[src/rtl/core_mem_arbiter.sv]
// core_mem_arbiter: shares one memory bus between an instruction-fetch port and a
// load/store port. Each port latches its request into a pending register on a
// start pulse. Whenever the arbiter is idle it grants one pending request, issues
// it on the bus, and routes the bus completion back to the requesting port.
//
// Ports
//   clk, rst_n                    clock, asynchronous active-low reset
//   insn_start, insn_addr         fetch request pulse and word address
//   insn_ready, insn_data_rd      fetch completion pulse and read data
//   data_start, data_write,       load/store request pulse, direction,
//   data_addr, data_data_wr,      word address, store data and byte enables
//   data_data_be
//   data_ready, data_data_rd      load/store completion pulse and load data
//   bus_start, bus_write,         shared-bus transaction start pulse and payload
//   bus_addr, bus_data_wr,        (payload stable for the whole transaction,
//   bus_data_be                   zero while idle)
//   bus_ready, bus_data_rd        shared-bus completion pulse and read data
//
// Configuration
//   ARB_ROUND_ROBIN_EN  defined: on contention, grant the port not granted last
//                       (the first contention after reset goes to insn).
//                       undefined: fixed priority, data wins on contention.

module core_mem_arbiter (
  input  logic        clk,
  input  logic        rst_n,

  input  logic        insn_start,
  input  logic [29:0] insn_addr,
  output logic        insn_ready,
  output logic [31:0] insn_data_rd,

  input  logic        data_start,
  input  logic        data_write,
  input  logic [29:0] data_addr,
  input  logic [31:0] data_data_wr,
  input  logic [3:0]  data_data_be,
  output logic        data_ready,
  output logic [31:0] data_data_rd,

  output logic        bus_start,
  output logic        bus_write,
  output logic [29:0] bus_addr,
  output logic [31:0] bus_data_wr,
  output logic [3:0]  bus_data_be,
  input  logic        bus_ready,
  input  logic [31:0] bus_data_rd
);

  typedef enum logic [1:0] {
    StIdle,
    StBusyI,
    StBusyD
  } state_e;

  state_e state_q, state_d;

  // Pending registers. A port's pending flag stays set while its request is on
  // the bus, so a second start pulse is ignored until the completion cycle.
  logic        i_pend_q, i_pend_d;
  logic [29:0] i_addr_q, i_addr_d;

  logic        d_pend_q, d_pend_d;
  logic        d_write_q, d_write_d;
  logic [29:0] d_addr_q, d_addr_d;
  logic [31:0] d_wdata_q, d_wdata_d;
  logic [3:0]  d_be_q, d_be_d;

  logic        bus_start_q, bus_start_d;

  logic        i_take, d_take;
  logic        i_req, d_req;
  logic        grant_i, grant_d;

`ifdef ARB_ROUND_ROBIN_EN
  // 1 when the most recent grant went to the data port.
  logic        last_data_q, last_data_d;
`endif

  // A start is accepted only when the port has nothing pending or in flight.
  assign i_take = insn_start & ~i_pend_q;
  assign d_take = data_start & ~d_pend_q;

  // Requests visible to the idle-state arbiter include this cycle's start pulses,
  // giving a one-cycle start-to-bus_start latency.
  assign i_req = i_pend_q | insn_start;
  assign d_req = d_pend_q | data_start;

  // Grant decision, only meaningful in the idle state.
  always_comb begin
    grant_i = 1'b0;
    grant_d = 1'b0;
    if (state_q == StIdle) begin
      if (i_req && d_req) begin
`ifdef ARB_ROUND_ROBIN_EN
        grant_d = ~last_data_q;
        grant_i = last_data_q;
`else
        grant_d = 1'b1;
`endif
      end else begin
        grant_i = i_req;
        grant_d = d_req;
      end
    end
  end

  // Next-state logic for the FSM and the pending registers.
  always_comb begin
    state_d     = state_q;
    bus_start_d = 1'b0;

    i_pend_d    = i_pend_q;
    i_addr_d    = i_addr_q;
    d_pend_d    = d_pend_q;
    d_write_d   = d_write_q;
    d_addr_d    = d_addr_q;
    d_wdata_d   = d_wdata_q;
    d_be_d      = d_be_q;

    if (i_take) begin
      i_pend_d = 1'b1;
      i_addr_d = insn_addr;
    end
    if (d_take) begin
      d_pend_d  = 1'b1;
      d_write_d = data_write;
      d_addr_d  = data_addr;
      d_wdata_d = data_data_wr;
      d_be_d    = data_data_be;
    end

    unique case (state_q)
      StIdle: begin
        // bus_ready while idle is a stray pulse and is dropped here.
        if (grant_i) begin
          state_d     = StBusyI;
          bus_start_d = 1'b1;
        end else if (grant_d) begin
          state_d     = StBusyD;
          bus_start_d = 1'b1;
        end
      end
      StBusyI: begin
        if (bus_ready) begin
          state_d  = StIdle;
          i_pend_d = 1'b0;
        end
      end
      StBusyD: begin
        if (bus_ready) begin
          state_d  = StIdle;
          d_pend_d = 1'b0;
        end
      end
      default: state_d = StIdle;
    endcase
  end

`ifdef ARB_ROUND_ROBIN_EN
  always_comb begin
    last_data_d = last_data_q;
    if (grant_d) begin
      last_data_d = 1'b1;
    end else if (grant_i) begin
      last_data_d = 1'b0;
    end
  end

  always_ff @(posedge clk or negedge rst_n) begin
    if (!rst_n) begin
      last_data_q <= 1'b1;
    end else begin
      last_data_q <= last_data_d;
    end
  end
`endif

  always_ff @(posedge clk or negedge rst_n) begin
    if (!rst_n) begin
      state_q     <= StIdle;
      bus_start_q <= 1'b0;
      i_pend_q    <= 1'b0;
      i_addr_q    <= '0;
      d_pend_q    <= 1'b0;
      d_write_q   <= 1'b0;
      d_addr_q    <= '0;
      d_wdata_q   <= '0;
      d_be_q      <= '0;
    end else begin
      state_q     <= state_d;
      bus_start_q <= bus_start_d;
      i_pend_q    <= i_pend_d;
      i_addr_q    <= i_addr_d;
      d_pend_q    <= d_pend_d;
      d_write_q   <= d_write_d;
      d_addr_q    <= d_addr_d;
      d_wdata_q   <= d_wdata_d;
      d_be_q      <= d_be_d;
    end
  end

  assign bus_start = bus_start_q;

  // Bus payload comes straight from the granted pending register, so it is
  // stable for the whole transaction. Fetches are always full-word reads.
  always_comb begin
    bus_write   = 1'b0;
    bus_addr    = '0;
    bus_data_wr = '0;
    bus_data_be = '0;
    unique case (state_q)
      StBusyI: begin
        bus_addr    = i_addr_q;
        bus_data_be = 4'b1111;
      end
      StBusyD: begin
        bus_write   = d_write_q;
        bus_addr    = d_addr_q;
        bus_data_wr = d_wdata_q;
        bus_data_be = d_be_q;
      end
      default: ;
    endcase
  end

  // Completion is combinational from bus_ready; read data is gated to zero
  // outside the ready pulse.
  assign insn_ready   = (state_q == StBusyI) & bus_ready;
  assign data_ready   = (state_q == StBusyD) & bus_ready;
  assign insn_data_rd = insn_ready ? bus_data_rd : 32'h0;
  assign data_data_rd = data_ready ? bus_data_rd : 32'h0;

endmodule

[config.mk]
export PLATFORM = sky130hd
export DESIGN_NAME = core_mem_arbiter
export DESIGN_NICKNAME = d
export VERILOG_FILES = /design/src/rtl/core_mem_arbiter.sv
export SDC_FILE = /design/constraint.sdc
export NUM_CORES = 1
export LEC_CHECK = 0
export ABC_AREA = 1
export BUFFER_PORTS_ARGS = -buffer_cell sky130_fd_sc_hd__buf_2
export CAP_MARGIN = 0
export CORE_UTILIZATION = 45
export CTS_CLUSTER_SIZE = 24
export DETAILED_ROUTE_END_ITERATION = 10
export GPL_TIMING_DRIVEN = 0
export HOLD_SLACK_MARGIN = 0.03
export PLACE_DENSITY_LB_ADDON = 0.1
export SETUP_SLACK_MARGIN = 0.1
export SLEW_MARGIN = 20
export SYNTH_ARGS = -nofsm -noshare
export SYNTH_HDL_FRONTEND = slang
export SYNTH_SLANG_ARGS = --single-unit
[constraint.sdc]
create_clock -name clk -period 1.8 [get_ports clk]
set_input_delay 0.09 -clock clk [delete_from_list [all_inputs] [get_ports clk]]
set_output_delay 0.09 -clock clk [all_outputs]
set_load 0.01 [all_outputs]
==> impl_metrics.ini, run 1 <==
[clock_tree]
cts_tree = yes
clk_pin_slew_worst_paths_ns = 0.07
numCtsBuffers = 9
htreeDepth = 3
clock_latency_ns = 0.35
root_buffer = clkbuf_16
cts.sinks = 102
clock_path_buffers = 2

[detailed_routing]
ant_nets = 0
drt_iter0_markers = 583
drc = 0
via_count = 6460
drt-total-wl_mm = 21.1
dr.pass1.iters = 5
avgRoutedWirePerCell_um = 16.6
avgViaCountPerCell = 5.09

[sta]
whs_ns = 0.0434
fmax_ghz = 0.550
setup_violations = 2
drv_slew = 0
max_slew_margin_pct = 68.1
fin_tns_setup_ns = -0.0228
fin_ws_ns = -0.0169
finClkSkew_ns = 0.0123
min_period_over_period_pct = 101
post-route-min-period_ns = 1.82
hold_viol_final = 0
tightestPinTransition_ns = 0.479
rsz0062_at_grt = yes

[floorplan]
start_util_pct = 46.1
ioPinCount = 268
dieHeight_um = 110
core-area_sq_um = 11400
rows = 39
die_w_um = 110
die_area_sq_um = 12100

[synth]
synth_area_per_cell_sq_um = 7.11
synth_seq_cells = 102
yosysSeqAreaShare_pct = 48.7
syn-instance-count = 738
synth_cell_types = 15
synth.net_count = 875
netlist_area_sq_um = 5250
ys_warn_count = 0

[global_route]
grt_util_all_layers_pct = 28.7
grt_max_degree = 79
grt_pass1_wl_mm = 26.0
first_global_vias = 5413
antenna_found_initial = 0
overflow = 0

[worst_hold_path]
hold_class = in2reg
hold_end = d_addr_q[11]$_DFFE_PN0P_
hp-start = data_addr[11]
hold_depth = 3

[outcome]
status = finished, violations left
violations = negative setup slack

[setup_path]
criticalPathCategory = reg2out
path_cells = inv_2 > ha_4 > buf_12 > nand2_8 > clkbuf_16 > nor2_1 > buf_2
cp.required_ns = 1.71
slowest_delay_ns = 0.41
cp_max_fo = 8
cp_data_arrival_time_ns = 1.73
ff2ff_path_depth = 7
endpoint_kind = output pin
start_kind = flop
r2r_start = state_q[1]$_DFFE_PN0P_
r2r-end = state_q[1]$_DFFE_PN0P_
rrSetupSlack_ns = 0.32
cpMaxStageDelayCell = dfrtp_1

[cells_and_area]
drive_gt1_share_pct = 42.2
syn2layout_area_growth_pct = 79.1
fin_nets = 1260
utilization_pct = 82.6
antenna-diode-count = 0
finalNonFillerCells = 1270

[power]
switching_power_mw = 5.53
switching_share_pct = 40.5
p_leak_nw = 5.25
finalPower_mw = 13.6
clkPwrFrac_pct = 16.4
sequentialPowerShare_pct = 29.9
ir_drop_mv = 1.08
power.density_nw_per_um2 = 1450
p_comb_share_pct = 53.7
p_int_mw = 8.12

[placed_design]
gp_congestion = 0.797
place_hpwl_mm = 11.8
place_inst = 1147
io_buffers = 265

[run]
maxCapViolations = 0
## metal layers
metal  up-vias  track usage, %  wire [um]
met1      3067            34.5       7940
li1       3025               -          -
met2       324            51.3      11100
met3        44            5.35       1480
met4         0            9.52        557
met5         -               0          0
## state kept, by name (all words and copies together), names as in the netlist
register   count
d_be_q         4
d_write_q      1
i_addr_q      30
d_pend_q       1
d_addr_q      30
state_q        2
i_pend_q       1
d_wdata_q     32
bus_start      1
## power groups by stage
stage               Combinational [mW]  Sequential (mW)  Clock (mW)
floorplan                         2.95             3.83           0
global placement                  4.47             3.92           0
detailed placement                4.54             3.94           0
CTS                               5.24             3.91        2.25
global route                      7.91             4.19        2.35
finish                            7.33             4.08        2.24
## per-stage QoR
stage               setup slack (ns)  area, sq um
floorplan                      0.536         5250
global placement              -0.498         6750
detailed placement            0.0852         6790
CTS                           0.0560         8290
global route                 -0.0522         9400
finish                       -0.0169         9400
## worst max-delay path, delay by kind of cell, from the launching register on
kind	cells	cell delay (ns)
buf+inv	4	0.59
flops	1	0.41
simple gates	2	0.22
fa+ha+maj	1	0.15
## cell usage after synthesis
cell type | count | share of area (%)
nand2_2 | 1 | 0.12
dfrtp_1 | 102 | 49
a21oi_1 | 34 | 3.2
buf_2 | 29 | 2.8
inv_1 | 72 | 5.2
nand2_1 | 302 | 22
o21ai_0 | 1 | 0.095
inv_2 | 2 | 0.14
or2_2 | 1 | 0.12
buf_4 | 9 | 1.3
ha_1 | 3 | 0.72
nor2_1 | 69 | 4.9
nand3_1 | 99 | 9.4
clkbuf_1 | 9 | 0.64
buf_6 | 5 | 1.1
## final cells by class
type / count / area (sq um)
Buffer: 52 / 518
Clock buffer: 10 / 229
Clock inverter: 5 / 106
Fill cell: 714 / 1970
Inverter: 74 / 285
Multi-Input combinational cell: 510 / 2640
Sequential cell: 102 / 2550
Tap cell: 143 / 179
Timing Repair Buffer: 374 / 2890
## kinds of logic (layout without fill, tap and decap cells)
logic type / count (synthesis) / after routing / synth area share [%]
compound gates: 35 / 35 / 3.34
fa+ha+maj: 3 / 3 / 0.716
buf+inv: 126 / 515 / 11.1
flops: 102 / 102 / 48.7
simple gates: 472 / 472 / 36.2
## how the worst max path moves through the flow
stage / startpoint / end / slack, ns / depth (start not counted)
global placement: rst_n / i_addr_q[8]$_DFFE_PN0P_ / -0.50 / 1
CTS: state_q[0]$_DFFE_PN0P_ / bus_addr[5] / 0.06 / 7
global route: state_q[0]$_DFFE_PN0P_ / data_data_rd[4] / -0.05 / 7
floorplan: state_q[0]$_DFFE_PN0P_ / bus_addr[0] / 0.54 / 5
detailed placement: state_q[1]$_DFFE_PN0P_ / bus_addr[3] / 0.09 / 6
finish: state_q[0]$_DFFE_PN0P_ / data_data_rd[4] / -0.02 / 7
## what timing repair did
action,CTS,global route
setup buffers,2,2
gates cloned,0,9
pin swaps,0,6
hold buffers,95,0
gates resized for setup,56,238
setup endpoints to repair,127,120
endpoints found under the hold margin,196,0
## cell usage in the layout (no fill, tap or decap), types with 7 or more instances in the layout
cell type / synthesis / routed
buf_8: 0 / 8
buf_4: 9 / 12
nand2_4: 0 / 11
buf_2: 29 / 224
nand2_2: 1 / 30
inv_1: 72 / 42
nand2_1: 302 / 261
dlygate4sd3_1: 0 / 95
a21oi_2: 0 / 28
nor2_1: 69 / 38
inv_2: 2 / 31
nand3_1: 99 / 99
buf_6: 5 / 65
dfrtp_1: 102 / 102
clkbuf_1: 9 / 7
nor2_4: 0 / 26
clkbuf_16: 0 / 18
Note: power is estimated with default switching activity, not from simulation.
==> run 2: changes to the inputs <==
--- a/config.mk
+++ b/config.mk
@@ -5,13 +5,11 @@
 export SDC_FILE = /design/constraint.sdc
 export NUM_CORES = 1
 export LEC_CHECK = 0
-export ABC_AREA = 1
 export BUFFER_PORTS_ARGS = -buffer_cell sky130_fd_sc_hd__buf_2
 export CAP_MARGIN = 0
 export CORE_UTILIZATION = 45
 export CTS_CLUSTER_SIZE = 24
 export DETAILED_ROUTE_END_ITERATION = 10
-export GPL_TIMING_DRIVEN = 0
 export HOLD_SLACK_MARGIN = 0.03
 export PLACE_DENSITY_LB_ADDON = 0.1
 export SETUP_SLACK_MARGIN = 0.1
==> impl_metrics.ini, run 2 <==
[synth]
yosys-top-cells-count = 102 x dfrtp_1, 65 x mux2_2, 64 x and3_1
synth.most_common_cell = dfrtp_1
synth-async-reset-ratio_pct = 100
synth_flop_cell = dfrtp_1
yosys.area.top_type = dfrtp_1
synth_top_area_share_pct = 49.2
synth_area_per_cell_sq_um = 12.3
ys_warn_count = 0
syn-instance-count = 423
yosysSeqAreaShare_pct = 49.2
synth_cell_types = 24
synth_edf_count = 0
synth_seq_cells = 102
synth.area.top_cells = dfrtp_1 49%, mux2_2 14%, mux2_4 8.7%
synth.net_count = 560
netlist_area_sq_um = 5190

[clock_tree]
clock_latency_ns = 0.34
numCtsBuffers = 9
cts.sinks = 102
cts_tree = yes
root_buffer = clkbuf_16
htreeDepth = 3
clk_pin_slew_worst_paths_ns = 0.07
clock_path_buffers = 2

[detailed_routing]
avgViaCountPerCell = 5.15
avgRoutedWirePerCell_um = 18.7
ant_nets = 0
dr.pass1.iters = 4
via_count = 4824
drc = 0
drt-total-wl_mm = 17.5
drt_iter0_markers = 260

[run]
maxCapViolations = 0

[sta]
tightestPinTransition_ns = 0.562
whs_ns = 0.0976
setup_violations = 0
post-route-min-period_ns = 1.78
finClkSkew_ns = 0.00350
rsz0062_at_grt = yes
fin_tns_setup_ns = 0
hold_viol_final = 0
drv_slew = 0
min_period_over_period_pct = 98.8
fmax_ghz = 0.562
max_slew_margin_pct = 62.6

[setup_path]
start_kind = flop
r2r_start = d_pend_q$_DFF_PN0_
ff2ff_path_depth = 3
criticalPathCategory = reg2out
rrSetupSlack_ns = 0.38
cp.required_ns = 1.71
cp_max_fo = 17
cp_data_arrival_time_ns = 1.69
crit_path_start = state_q[0]$_DFFE_PN0P_
endpoint_kind = output pin
r2r-end = d_addr_q[26]$_DFFE_PN0P_
cp-endpoint = bus_addr[11]

[cells_and_area]
fill_cells = 642
final_cell_mix = 222 x buf_2, 102 x dfrtp_1, 99 x dlygate4sd3_1
seqCellArea_sq_um = 2550
drive_gt1_share_pct = 59.2
antenna-diode-count = 0
largest_reg_flops = 32
layout_commonest_cell = buf_2
multi_input_area_sq_um = 2680
fin_nets = 929
regMostFlops = d_wdata_q
syn2layout_area_growth_pct = 70.2
reg_top3 = d_wdata_q (32), d_addr_q (30), i_addr_q (30)

[worst_hold_path]
hold_class = in2reg

[floorplan]
dieHeight_um = 109
die_w_um = 109
rows = 38
ioPinCount = 268
start_util_pct = 47.1
die_area_sq_um = 12000
core-area_sq_um = 11000

[global_route]
grt_util_all_layers_pct = 26.0
first_global_vias = 4770
grt_max_degree = 50
overflow = 0
grt_pass1_wl_mm = 23.4
antenna_found_initial = 0

[outcome]
status = completed

[placed_design]
gp_congestion = 0.748
io_buffers = 267
place_hpwl_mm = 10.0

[power]
p_leak_nw = 4.43
ir_drop_mv = 0.899
power.density_nw_per_um2 = 1510
-- run 2: report_power, final --
part / leakage (nW) / switching (mW) / internal (mW) / total, mW
registers: 1.21 / 0.725 / 3.46 / 4.19
clock network: 0.135 / 0.812 / 1.11 / 1.92
logic: 3.09 / 2.98 / 4.25 / 7.22
-- run 2: cell families after synthesis --
logic type / Yosys count / share of synthesized area [%]
DFF: 102 / 49.2
adders and majority gates: 3 / 0.723
muxes: 97 / 23.2
and+or+nand+nor: 142 / 17.0
AOI/OAI and AO/OA: 39 / 5.37
buffers and inverters: 40 / 4.58
-- run 2: worst min-delay path by stage --
stage                          start                        end  cells after the start
after CTS                 insn_start         i_pend_q$_DFF_PN0_                      3
after global routing      insn_start         i_pend_q$_DFF_PN0_                      3
after detailed placement       rst_n  d_wdata_q[23]$_DFFE_PN0P_                      1
after floorplan                rst_n        bus_start$_DFF_PN0_                      0
final                     insn_start         i_pend_q$_DFF_PN0_                      3
after global placement         rst_n  d_wdata_q[17]$_DFFE_PN0P_                      1
-- run 2: area by class of cell --
class	instances	area share, %
Clock buffer	12	2.79
Sequential cell	102	28.9
Inverter	2	0.0850
Tap cell	140	1.98
Multi-Input combinational cell	281	30.4
Timing Repair Buffer	396	35.4
Clock inverter	3	0.510
-- run 2: what timing repair did --
action | CTS | global route
setup buffers | 1 | 5
gates resized for setup | 11 | 117
pin swaps | 1 | 7
endpoints found under the hold margin | 136 | 0
hold buffers | 99 | 0
setup endpoints to repair | 76 | 133
gates cloned | 3 | 8
-- run 2: worst max-delay path, cell delays in order (launching register included) --
cell and delay [ns]:
dfrtp_1 0.38, buf_4 0.14, ha_4 0.18, buf_12 0.16, a22oi_1 0.24, nor2b_1 0.09
buf_2 0.15
-- run 2: layer usage --
metal  vias up  GRT usage, %  routed length, um
li1       2221             -                  -
met1      2381          28.6               6610
met2       182          49.1               9450
met3        40          4.21                882
met4         0          10.9                600
met5         -             0                  0
-- run 2: through the flow --
step                cell area [sq um]  total power [mW]  util, %  instances  setup WS [ns]
floorplan                        5190              7.47        -        423          0.480
global placement                 6650              9.07     60.3        805          0.355
detailed placement               6650              9.23     60.3        805          0.317
CTS                              8090              11.8     73.4        923         0.0263
global route                     8840              14.0     80.1        936        -0.0329
finish                           8840              13.3     80.1        936         0.0217
==> run 3: changes to the inputs <==
--- a/config.mk
+++ b/config.mk
@@ -7,7 +7,7 @@
 export LEC_CHECK = 0
 export BUFFER_PORTS_ARGS = -buffer_cell sky130_fd_sc_hd__buf_2
 export CAP_MARGIN = 0
-export CORE_UTILIZATION = 45
+export CORE_UTILIZATION = 41
 export CTS_CLUSTER_SIZE = 24
 export DETAILED_ROUTE_END_ITERATION = 10
 export HOLD_SLACK_MARGIN = 0.03
==> constraint.sdc (replaced) <==
create_clock -name clk -period 1.6 [get_ports clk]
set_input_delay 0.08 -clock clk [delete_from_list [all_inputs] [get_ports clk]]
set_output_delay 0.08 -clock clk [all_outputs]
set_load 0.01 [all_outputs]
==> impl_metrics.ini, run 3 (synthesis gave the netlist of run 2 again) <==
[global_route]
antenna_found_initial = 0
grt_pass1_wl_mm = 26.7
grt_util_all_layers_pct = 27.2
first_global_vias = 5151
grt_max_degree = 40
overflow = 0

[floorplan]
core-area_sq_um = 12200
ioPinCount = 268
die_area_sq_um = 13100
dieHeight_um = 115
rows = 40
die_w_um = 115
start_util_pct = 42.7

[sta]
finClkSkew_ns = 0.00882
min_period_over_period_pct = 114
tightestPinTransition_ns = 0.520
post-route-min-period_ns = 1.83
rsz0062_at_grt = yes
setup_violations = 132
fin_ws_ns = -0.227
max_slew_margin_pct = 65.3
fmax_ghz = 0.547
hold_viol_final = 0
drv_slew = 0

[detailed_routing]
dr.pass1.iters = 4
avgRoutedWirePerCell_um = 20.1
drt-total-wl_mm = 19.8
drc = 0
avgViaCountPerCell = 5.13
via_count = 5048
ant_nets = 0
drt_iter0_markers = 255

[run]
maxCapViolations = 0

[cells_and_area]
regMostFlops = d_wdata_q
reg_top3 = d_wdata_q (32), d_addr_q (30), i_addr_q (30)
final_cell_mix = 200 x buf_2, 102 x dfrtp_1, 99 x dlygate4sd3_1
fill_cells = 742
fin_nets = 948
final_area_sq_um = 9490
layout_commonest_cell = buf_2
largest_reg_flops = 32
syn2layout_area_growth_pct = 82.7
drive_gt1_share_pct = 63.5
antenna-diode-count = 0

[clock_tree]
numCtsBuffers = 9
cts_tree = yes
clock_latency_ns = 0.34
clk_pin_slew_worst_paths_ns = 0.06
root_buffer = clkbuf_16
htreeDepth = 3
clock_path_buffers = 2
cts.sinks = 102

[placed_design]
postPlaceCellArea_sq_um = 6770
gp_congestion = 0.785
place_hpwl_mm = 10.5
dp_slack_ns = 0.179
io_buffers = 267

[outcome]
violations = negative setup slack
status = finished, violations left

[worst_hold_path]
hold_class = in2reg
hold_end = state_q[1]$_DFFE_PN0P_
hp-start = data_start
hold_depth = 3

[power]
p_leak_nw = 4.56
power.density_nw_per_um2 = 1700
ir_drop_mv = 0.824

[setup_path]
criticalPathCategory = reg2out
ff2ff_path_depth = 6
cp.required_ns = 1.52
endpoint_kind = output pin
r2r_start = state_q[0]$_DFFE_PN0P_
cp_data_arrival_time_ns = 1.75
r2r-end = state_q[1]$_DFFE_PN0P_
start_kind = flop
cp_max_fo = 6
crit_path_start = state_q[1]$_DFFE_PN0P_
rrSetupSlack_ns = 0.19
## run 3: area by class of cell
type	instances	area (sq um)	share of cell area, %
clock buffer	11	243	2.56
clock inverter	5	35.0	0.369
inverter	2	7.51	0.0791
multi-input combinational	281	2830	29.8
sequential	102	2550	26.9
tap	168	210	2.22
timing repair buffer	415	3610	38.1
## run 3: where the power goes
| part | total, mW | internal, mW | switching [mW] |
|---|---|---|---|
| sequential | 4.68 | 3.89 | 0.792 |
| clock | 2.07 | 1.10 | 0.966 |
| combinational | 9.36 | 5.58 | 3.79 |
| total | 16.1 | 10.6 | 5.54 |
## run 3: critical path, stage by stage (launching register included)
cell and delay, ns:
dfrtp_1 0.42, inv_2 0.13, ha_4 0.24, buf_12 0.16
clkbuf_16 0.15, and3_1 0.16, buf_2 0.14
## run 3: worst max path at each step
stage,endpoint,cells past startpoint
final,insn_data_rd[28],6
after global routing,insn_data_rd[30],6
after CTS,bus_addr[23],6
after detailed placement,bus_addr[11],6
after global placement,bus_addr[21],6
after floorplan,bus_addr[11],5
## run 3: repair_timing
action                                 CTS  global route
resized for setup                       87           112
setup endpoints to repair              133           134
endpoints found under the hold margin  124             0
hold buffers                            99             0
buffers inserted                        10             5
cloned                                  11            10
## run 3: through the flow
stage          util [%]  power (mW)  hold slack, ns  setup TNS [ns]  instances
3_5_place_dp       55.7        10.5          0.0530               0        835
5_1_grt            78.0        16.9           0.139          -26.40        984
3_3_place_gp       55.7        10.4          0.0535               0        835
4_1_cts            71.7        14.7           0.104          -12.57        971
2_1_floorplan         -        8.41          -0.216               0        423
6_report           78.0        16.1           0.118          -17.88        984
## run 3: per-layer routing
| layer | track usage [%] | vias up | part of all wire, % |
|---|---|---|---|
| met4 | 9.52 | 0 | 3.5 |
| met2 | 52.2 | 218 | 54 |
| met5 | 0 | - | 0 |
| li1 | - | 2269 | - |
| met1 | 29.9 | 2513 | 37 |
| met3 | 4.61 | 48 | 5.9 |
